`config.mk`:
```
export PLATFORM = sky130hd
export DESIGN_NAME = echo_distance_meter
export DESIGN_NICKNAME = d
export VERILOG_FILES = /design/src/rtl/echo_distance_meter.sv
export SDC_FILE = /design/constraint.sdc
export NUM_CORES = 1
export LEC_CHECK = 0
export ABC_AREA = 1
export BUFFER_PORTS_ARGS = -buffer_cell sky130_fd_sc_hd__buf_2
export CAP_MARGIN = 20
export CORE_MARGIN = 5
export CORE_UTILIZATION = 60
export CTS_BUF_LIST = sky130_fd_sc_hd__clkbuf_4
export DETAILED_ROUTE_END_ITERATION = 16
export HOLD_SLACK_MARGIN = 0.1
export PLACE_DENSITY_LB_ADDON = 0.25
export SYNTH_ARGS = -nofsm -noshare
export SYNTH_HDL_FRONTEND = slang
export SYNTH_SLANG_ARGS = --single-unit
```
`constraint.sdc`:
```
create_clock -name clk -period 2.65 [get_ports clk]
set_input_delay 0.53 -clock clk [delete_from_list [all_inputs] [get_ports clk]]
set_output_delay 0.53 -clock clk [all_outputs]
set_load 0.01 [all_outputs]
```
`src/rtl/echo_distance_meter.sv`:
```
// Echo pulse width to centimetres in 1 us ticks: result registered on the edge entering DONE,
// fall acted on 3 clk after the pin; no backpressure, one valid strobe per enable window.
module echo_distance_meter #(
    parameter int CLK_HZ     = 100_000_000,
    parameter int US_PER_CM  = 58,
    parameter int MAX_CM     = 400,
    parameter int TIMEOUT_US = 30000
) (
    input  logic       clk,
    input  logic       reset,
    input  logic       enable,
    input  logic       echo,
    output logic [8:0] distance_cm,
    output logic       valid,
    output logic       timeout,
    output logic       over_range,
    output logic       busy
);

    localparam int TICKS_PER_US = CLK_HZ / 1000000;
    localparam int PW = (TICKS_PER_US > 2) ? $clog2(TICKS_PER_US) : 1;
    localparam logic [PW-1:0] PRESC_MAX = PW'(TICKS_PER_US - 1);
    localparam logic [5:0]    SUB_MAX   = 6'(US_PER_CM - 1);
    localparam logic [8:0]    CM_MAX    = 9'(MAX_CM);
    localparam logic [14:0]   WAIT_MAX  = 15'(TIMEOUT_US);

    typedef enum logic [2:0] {
        S_IDLE,
        S_WAIT_RISE,
        S_MEASURE,
        S_DONE,
        S_HOLD
    } state_t;

    state_t        state_q, state_d;
    logic          sync1_q, sync1_d;
    logic          sync2_q, sync2_d;
    logic          echo_d_q, echo_d_d;
    logic [PW-1:0] presc_q, presc_d;
    logic [14:0]   wait_us_q, wait_us_d;
    logic [5:0]    sub_cm_q, sub_cm_d;
    logic [8:0]    cm_cnt_q, cm_cnt_d;
    logic [8:0]    dist_q, dist_d;
    logic          valid_q, valid_d;
    logic          tmo_q, tmo_d;
    logic          ovr_q, ovr_d;

    logic tick, rise, fall;

    assign tick = (presc_q == PRESC_MAX);
    assign rise = sync2_q & ~echo_d_q;
    assign fall = ~sync2_q & echo_d_q;

    always_comb begin
        state_d   = state_q;
        sync1_d   = echo;
        sync2_d   = sync1_q;
        echo_d_d  = sync2_q;
        presc_d   = tick ? '0 : presc_q + 1'b1;
        wait_us_d = wait_us_q;
        sub_cm_d  = sub_cm_q;
        cm_cnt_d  = cm_cnt_q;
        dist_d    = dist_q;
        valid_d   = 1'b0;
        tmo_d     = tmo_q;
        ovr_d     = ovr_q;

        unique case (state_q)
            S_IDLE: begin
                if (enable) begin
                    state_d   = S_WAIT_RISE;
                    presc_d   = '0;
                    wait_us_d = '0;
                    sub_cm_d  = '0;
                    cm_cnt_d  = '0;
                end
            end
            S_WAIT_RISE: begin
                if (!enable) begin
                    state_d = S_IDLE;
                end else if (rise) begin
                    state_d  = S_MEASURE;
                    presc_d  = '0;
                    sub_cm_d = '0;
                    cm_cnt_d = '0;
                end else if (tick) begin
                    wait_us_d = wait_us_q + 15'd1;
                    if (wait_us_d == WAIT_MAX) begin
                        state_d = S_DONE;
                        dist_d  = '0;
                        tmo_d   = 1'b1;
                        ovr_d   = 1'b0;
                        valid_d = 1'b1;
                    end
                end
            end
            S_MEASURE: begin
                if (!enable) begin
                    state_d = S_IDLE;
                end else begin
                    if (tick) begin
                        if (sub_cm_q == SUB_MAX) begin
                            sub_cm_d = '0;
                            cm_cnt_d = cm_cnt_q + 9'd1;
                        end else begin
                            sub_cm_d = sub_cm_q + 6'd1;
                        end
                    end
                    // A microsecond completing on the fall edge still belongs to the pulse.
                    if (fall) begin
                        state_d = S_DONE;
                        dist_d  = cm_cnt_d;
                        tmo_d   = 1'b0;
                        ovr_d   = 1'b0;
                        valid_d = 1'b1;
                    end else if (cm_cnt_d == CM_MAX) begin
                        state_d = S_DONE;
                        dist_d  = CM_MAX;
                        tmo_d   = 1'b0;
                        ovr_d   = 1'b1;
                        valid_d = 1'b1;
                    end
                end
            end
            S_DONE: begin
                state_d = S_HOLD;
            end
            S_HOLD: begin
                if (!enable) begin
                    state_d = S_IDLE;
                end
            end
            default: begin
                state_d = S_IDLE;
            end
        endcase
    end

    always_ff @(posedge clk) begin
        if (reset) begin
            state_q   <= S_IDLE;
            sync1_q   <= 1'b0;
            sync2_q   <= 1'b0;
            echo_d_q  <= 1'b0;
            presc_q   <= '0;
            wait_us_q <= '0;
            sub_cm_q  <= '0;
            cm_cnt_q  <= '0;
            dist_q    <= '0;
            valid_q   <= 1'b0;
            tmo_q     <= 1'b0;
            ovr_q     <= 1'b0;
        end else begin
            state_q   <= state_d;
            sync1_q   <= sync1_d;
            sync2_q   <= sync2_d;
            echo_d_q  <= echo_d_d;
            presc_q   <= presc_d;
            wait_us_q <= wait_us_d;
            sub_cm_q  <= sub_cm_d;
            cm_cnt_q  <= cm_cnt_d;
            dist_q    <= dist_d;
            valid_q   <= valid_d;
            tmo_q     <= tmo_d;
            ovr_q     <= ovr_d;
        end
    end

    assign distance_cm = dist_q;
    assign valid       = valid_q;
    assign timeout     = tmo_q;
    assign over_range  = ovr_q;
    assign busy        = (state_q == S_WAIT_RISE) || (state_q == S_MEASURE);

endmodule

```
# Word-level counts from Yosys, hierarchy flattened
# Cells that the tools add are included.
[totals] out_inout_bits=13 latch_bits=0 ff_bits=55 mem_count=0 ramBits=0 wordCells=119 mem_bits_ro=0
[op_classes] n_addsub=4 div_mod_pow=0 n_eq_ne=21 shifts=0 n_mux=68 n_bitwise=4 n_lt_le_gt_ge=0 n_reduce_logical=10 mul=0
[op_table] operator="two-way mux 9 bit" count=15
[op_table] operator="two-way mux 15 bit" count=4
[op_table] operator="two-way mux 6 bit" count=6
[op_table] operator="case mux 15 bit (2 select lines)" count=1
[op_table] operator="two-way mux 7 bit" count=4
[op_table] operator="two-way mux 3 bit" count=9
[op_table] operator="case mux 9 bit (3 select lines)" count=1
[op_table] operator="two-way mux 1 bit" count=21
[op_table] operator="inequality test 2 bit, second input constant" count=9
[op_table] operator="case mux 6 bit (3 select lines)" count=1
[op_table] operator="case mux 9 bit (2 select lines)" count=1
[op_table] operator="adder 15 x 1 -> 15 bit, second input constant" count=1
[op_table] operator="equality test 15 bit, second input constant" count=1
[op_table] operator="case mux 3 bit (5 select lines)" count=1
[op_table] operator="AND reduction 5 bit" count=3
[op_table] operator="case mux 7 bit (2 select lines)" count=1
[op_table] operator="inequality test 4 bit, second input constant" count=3
[op_table] operator="adder 9 x 1 -> 9 bit, second input constant" count=1
[op_table] operator="equality test 9 bit, second input constant" count=1
[op_table] operator="adder 7 x 1 -> 7 bit, second input constant" count=1
[op_table] operator="equality test 7 bit, second input constant" count=1
[op_table] operator="AND reduction 7 bit" count=1
[op_table] operator="adder 6 x 1 -> 6 bit, second input constant" count=1
[op_table] operator="equality test 3 x 2 -> 1 bit, second input constant" count=2
[op_table] operator="other kinds (12)" count=17

# Depth between registers and ports, before layout
[logic_depth] ltp_word=10 depth_mapped=16 mapped_depth_nobuf=16

# Worst setup path after synthesis
# No wires, ideal clock.
[synth_timing] kind="register -> register" from="reg sub_cm_q[0]" to="reg dist_q[0], in the netlist distance_cm[0]" path_slack_ns=0.757 synth_period_minus_slack_ns=1.893 stages_incl_launch_ff=15 arrival_time_ns=1.761 path_cell_list="dfxtp_1 > ha_1 > nand3_1 > nor2_2 > buf_6 > nand4_1 > nand2_1 > nand2_1 > nor2_2 > nand3_2 > nand2_4 > nand3_2 > buf_6 > nand2_1 > a21oi_1"
[synth_via] elab_chain_cells=8
[synth_lines] element="start, declared" line="41" rtl="logic [5:0] sub_cm_q, sub_cm_d;"
[synth_lines] element="start signal, assigned" line="160" rtl="sub_cm_q <= sub_cm_d;"
[synth_lines] element="equality test 6 bit (*)" line="102" rtl="if (sub_cm_q == SUB_MAX) begin"
[synth_lines] element="two-way mux 9 bit (*)" line="102"
[synth_lines] element="two-way mux 9 bit (*)" line="101" rtl="if (tick) begin"
[synth_lines] element="two-way mux 9 bit (*)" line="98" rtl="if (!enable) begin"
[synth_lines] element="two-way mux 9 bit (*)" line="68" rtl="unique case (state_q)"
[synth_lines] element="equality test 9 bit / two-way mux 9 bit (equally long branches)" line="116, 110"
[synth_lines] element="inequality test 3 bit (no source line) / two-way mux 9 bit (equally long branches)"
[synth_lines] element="AND reduction 7 bit (no source line) / case mux 9 bit (2 select lines) (equally long branches)"
[synth_lines] element="end signal, assigned" line="162" rtl="dist_q <= dist_d;"
[synth_lines] element="end, declared" line="43" rtl="logic [8:0] dist_q, dist_d;"
# Mark *: on every way between the ends. The rest lies on a longest branch, timed or not. The select of a mux whose other input is x is not followed.
# A chain may end at the register's enable or synchronous reset.

# Worst setup path in the final report
[layout_timing] from="reg sub_cm_q[0]" to="reg dist_q[8], in the netlist distance_cm[8]"
# Same word-level chain as after synthesis.

==> results_dict.tcl <==
set metrics [dict create \
    synth_cell_types 39 \
    fin_area_mm2 0.00333 \
    fin_skew_ps 11.9 \
    wl_per_cell_um 12.6 \
    die_x_um 81.8 \
    clkLatencyLatePin_ps 390 \
    synth-seq-cells 55 \
    p_leak_nw 1.30 \
    cp-start-kind "flip-flop" \
    synthesis.area_per_instance_um2 6.82 \
    synth_mux_area_share_pct 0 \
    ys_seq_area_share_pct 35.6 \
    synth-simple-area-share_pct 39.0 \
    n_fill_cell 433 \
    synth_top_family_by_area "simple AND/OR/NAND/NOR gates" \
    clock-sinks 55 \
    diodes 0 \
    switching_share_pct 30.7 \
    vias 2920 \
    globalRouteTotalUtil_pct 22.0 \
    whs_ps 325 \
    critical_path_required_ps 2960 \
    p_switching_mw 0.559 \
    routabilityCongestion 0.849 \
    path_delay_family "simple AND/OR/NAND/NOR gates" \
    fin_ws_ps 326 \
    combPwrFrac_pct 18.8 \
    synth_compound_area_share_pct 12.1 \
    grt-ovfl-total 0 \
    final_util_pct 66.0 \
    drive_gt1_share_pct 13.2 \
    synth_area_leaders "dfxtp_1, nand2_1, a21oi_1" \
    fp-row-count 26 \
    period_minus_slack_ps 2320 \
    boundaryPins 17 \
    power_mw 1.82 \
    synth_xor_area_share_pct 2.27 \
    synth_nets 462 \
    cts_tree "yes" \
    nNetsFinal 477 \
    cp-end-kind "flip-flop" \
    critPathBufInv 0 \
    io_buffers 16 \
    antenna_found_initial 0 \
    finalHoldViolations 0 \
    stdcell_count 539 \
    fin_crit_sh_pct 87.7 \
    cts_made_buffers 5 \
    grt_max_degree 22 \
    status "complete, no violations" \
    power.density_mw_per_mm2 548 \
    dp.cells 529 \
    cp_slowest_stage_delay_ps 410 \
    start_util_pct 61.3 \
    dr.first_iter.drc_count 211 \
    r2r_start "sub_cm_q[0]" \
    clock-root-buffer "clkbuf_4" \
    drcViolationCount 0 \
    grt_pass1_wl_um 11700 \
    p_seq_share_pct 50.0 \
    cp_data_arrival_time_ps 2630 \
    postCtsHoldBufs 0 \
    synth_fa_ha_area_share_pct 2.03 \
    hp-class "primary input to flip-flop" \
    die_area_mm2 0.00668 \
    maxSlewHeadroom_pct 66.9 \
    cap_violations 0 \
    min-delay-start "echo" \
    internal_power_mw 1.26 \
    fin_setup_tns_ps 0 \
    cp-startpoint "sub_cm_q[0]" \
    finalSetupViolations 0 \
    place_area_mm2 0.00319 \
    crit_top_cell "nand2_1" \
    dr.pass1.iters 5 \
    ir_drop_uv 377 \
    rsz0062_at_grt "no" \
    dp_hpwl_um 4900 \
    cts_htree_levels 2 \
    critical_path_peak_fanout 13 \
    coreArea_mm2 0.00504 \
    area_growth_pct 7.65 \
    synthCells 453 \
    slew_viol_final 0 \
    via_per_inst 5.42 \
    fmax_ghz 0.430 \
    grt_pass1_vias 2676 \
    yosys.area.top_type_share_pct 35.6 \
    yosysTopAreaCell "dfxtp_1" \
    place_ws_ps 72.5 \
    clock_path_buffers 2 \
    wl_um 6780 \
    cp_cell_sequence "ha_1, nand3_1, nor2_4, nand2_1, nand2_1, nand2_1, nor2_1, nand2_1, nor2_1, nand3_2, nand2_4, nand3_4, nand2_1, o21ai_1, and2_1" \
    netlist_area_mm2 0.00309 \
    clk_pin_slew_worst_paths_ps 160 \
    crit_type "flip-flop to flip-flop" \
    antenna_left 0 \
    clock_power_share_pct 31.2 \
    synth_warnings 0 \
    critPathSlowestCell "dfxtp_1" \
    dieHeight_um 81.8 \
    max_slew.worst_pin.slew_ps 495 \
]
## kinds of logic after synthesis
family / count (synthesis)
DFF: 55
and+or+nand+nor: 255
buffers and inverters: 62
xor gates and xnor gates: 8
AOI/OAI and AO/OA: 68
adders and majority gates: 5
## cell type report
| class | instances | area (um^2) | area share, % |
|---|---|---|---|
| clock buffers | 5 | 37.5 | 1.13 |
| well taps | 70 | 87.6 | 2.63 |
| inverters | 48 | 183 | 5.49 |
| repair buffers | 22 | 125 | 3.76 |
| multi-input cells | 336 | 1720 | 51.8 |
| clock inverters | 3 | 67.6 | 2.03 |
| flip-flops and latches | 55 | 1100 | 33.1 |
## worst register-to-register path: stages (launching register included)
cell,delay [ps]
dfxtp_1,410
ha_1,160
nand3_1,140
nor2_4,280
nand2_1,130
nand2_1,90
nand2_1,70
nor2_1,100
nand2_1,50
nor2_1,120
nand3_2,110
nand2_4,160
nand3_4,160
nand2_1,90
o21ai_1,50
and2_1,130
## sequential cells by signal (all words and copies together) (netlist names), 3 cells and up
signal / count
sub_cm_q: 6
state_q: 3
presc_q: 7
wait_us_q: 15
distance_cm: 9
cm_cnt_q: 9
## layout by cell type, fill, tap and decap left out, drive strengths merged, types with 6 or more instances in the layout
| master | synthesis | layout |
|---|---|---|
| nand4 | 20 | 20 |
| nand2 | 118 | 118 |
| nor2 | 59 | 59 |
| xor2 | 6 | 6 |
| inv | 48 | 48 |
| o21ai | 18 | 18 |
| buf | 9 | 22 |
| nand3 | 40 | 40 |
| dfxtp | 55 | 55 |
| nor3 | 9 | 9 |
| a21oi | 45 | 45 |
## Yosys cell counts (all sizes together)
library cell and count:
nor3 9, nand3 40, o211ai 1, xnor2 2, a22oi 1, or2 2
nor3b 1, a211oi 2, a21oi 45, buf 9, nand4 20, o211a 1
nand2 118, ha 5, and3 2, o21ai 18, nand3b 3, nor2 59
inv 48, and2 1, clkbuf 5, xor2 6, dfxtp 55
## path summary, 6_finish.rpt
check,slack (ps),end,depth (start not counted)
hold reg to reg,430,echo_d_d,2
setup / recovery,330,distance_cm[8],15
setup reg to reg,330,distance_cm[8],15
hold / removal,320,sync1_q,3
## timing repair
action / CTS / global route
endpoints found under the setup margin: 0 / 12
gates resized for setup: 0 / 2
setup buffers: 0 / 2
## per-layer routing
layer	global-route usage (%)	share of wire (%)	vias to the layer above
li1	-	-	1516
met1	29.4	47	1298
met2	34.8	45	95
met3	5.70	6.6	11
met4	6.81	1.2	0
met5	0	0	-
## power groups by stage
stage	Clock (mW)	Combinational [mW]	Sequential, mW
3_3_place_gp	0	0.329	0.927
6_report	0.568	0.343	0.912
3_5_place_dp	0	0.336	0.928
5_1_grt	0.610	0.388	0.920
4_1_cts	0.577	0.336	0.911
2_1_floorplan	0	0.270	0.918
Note: power is estimated with default switching activity, not from simulation.
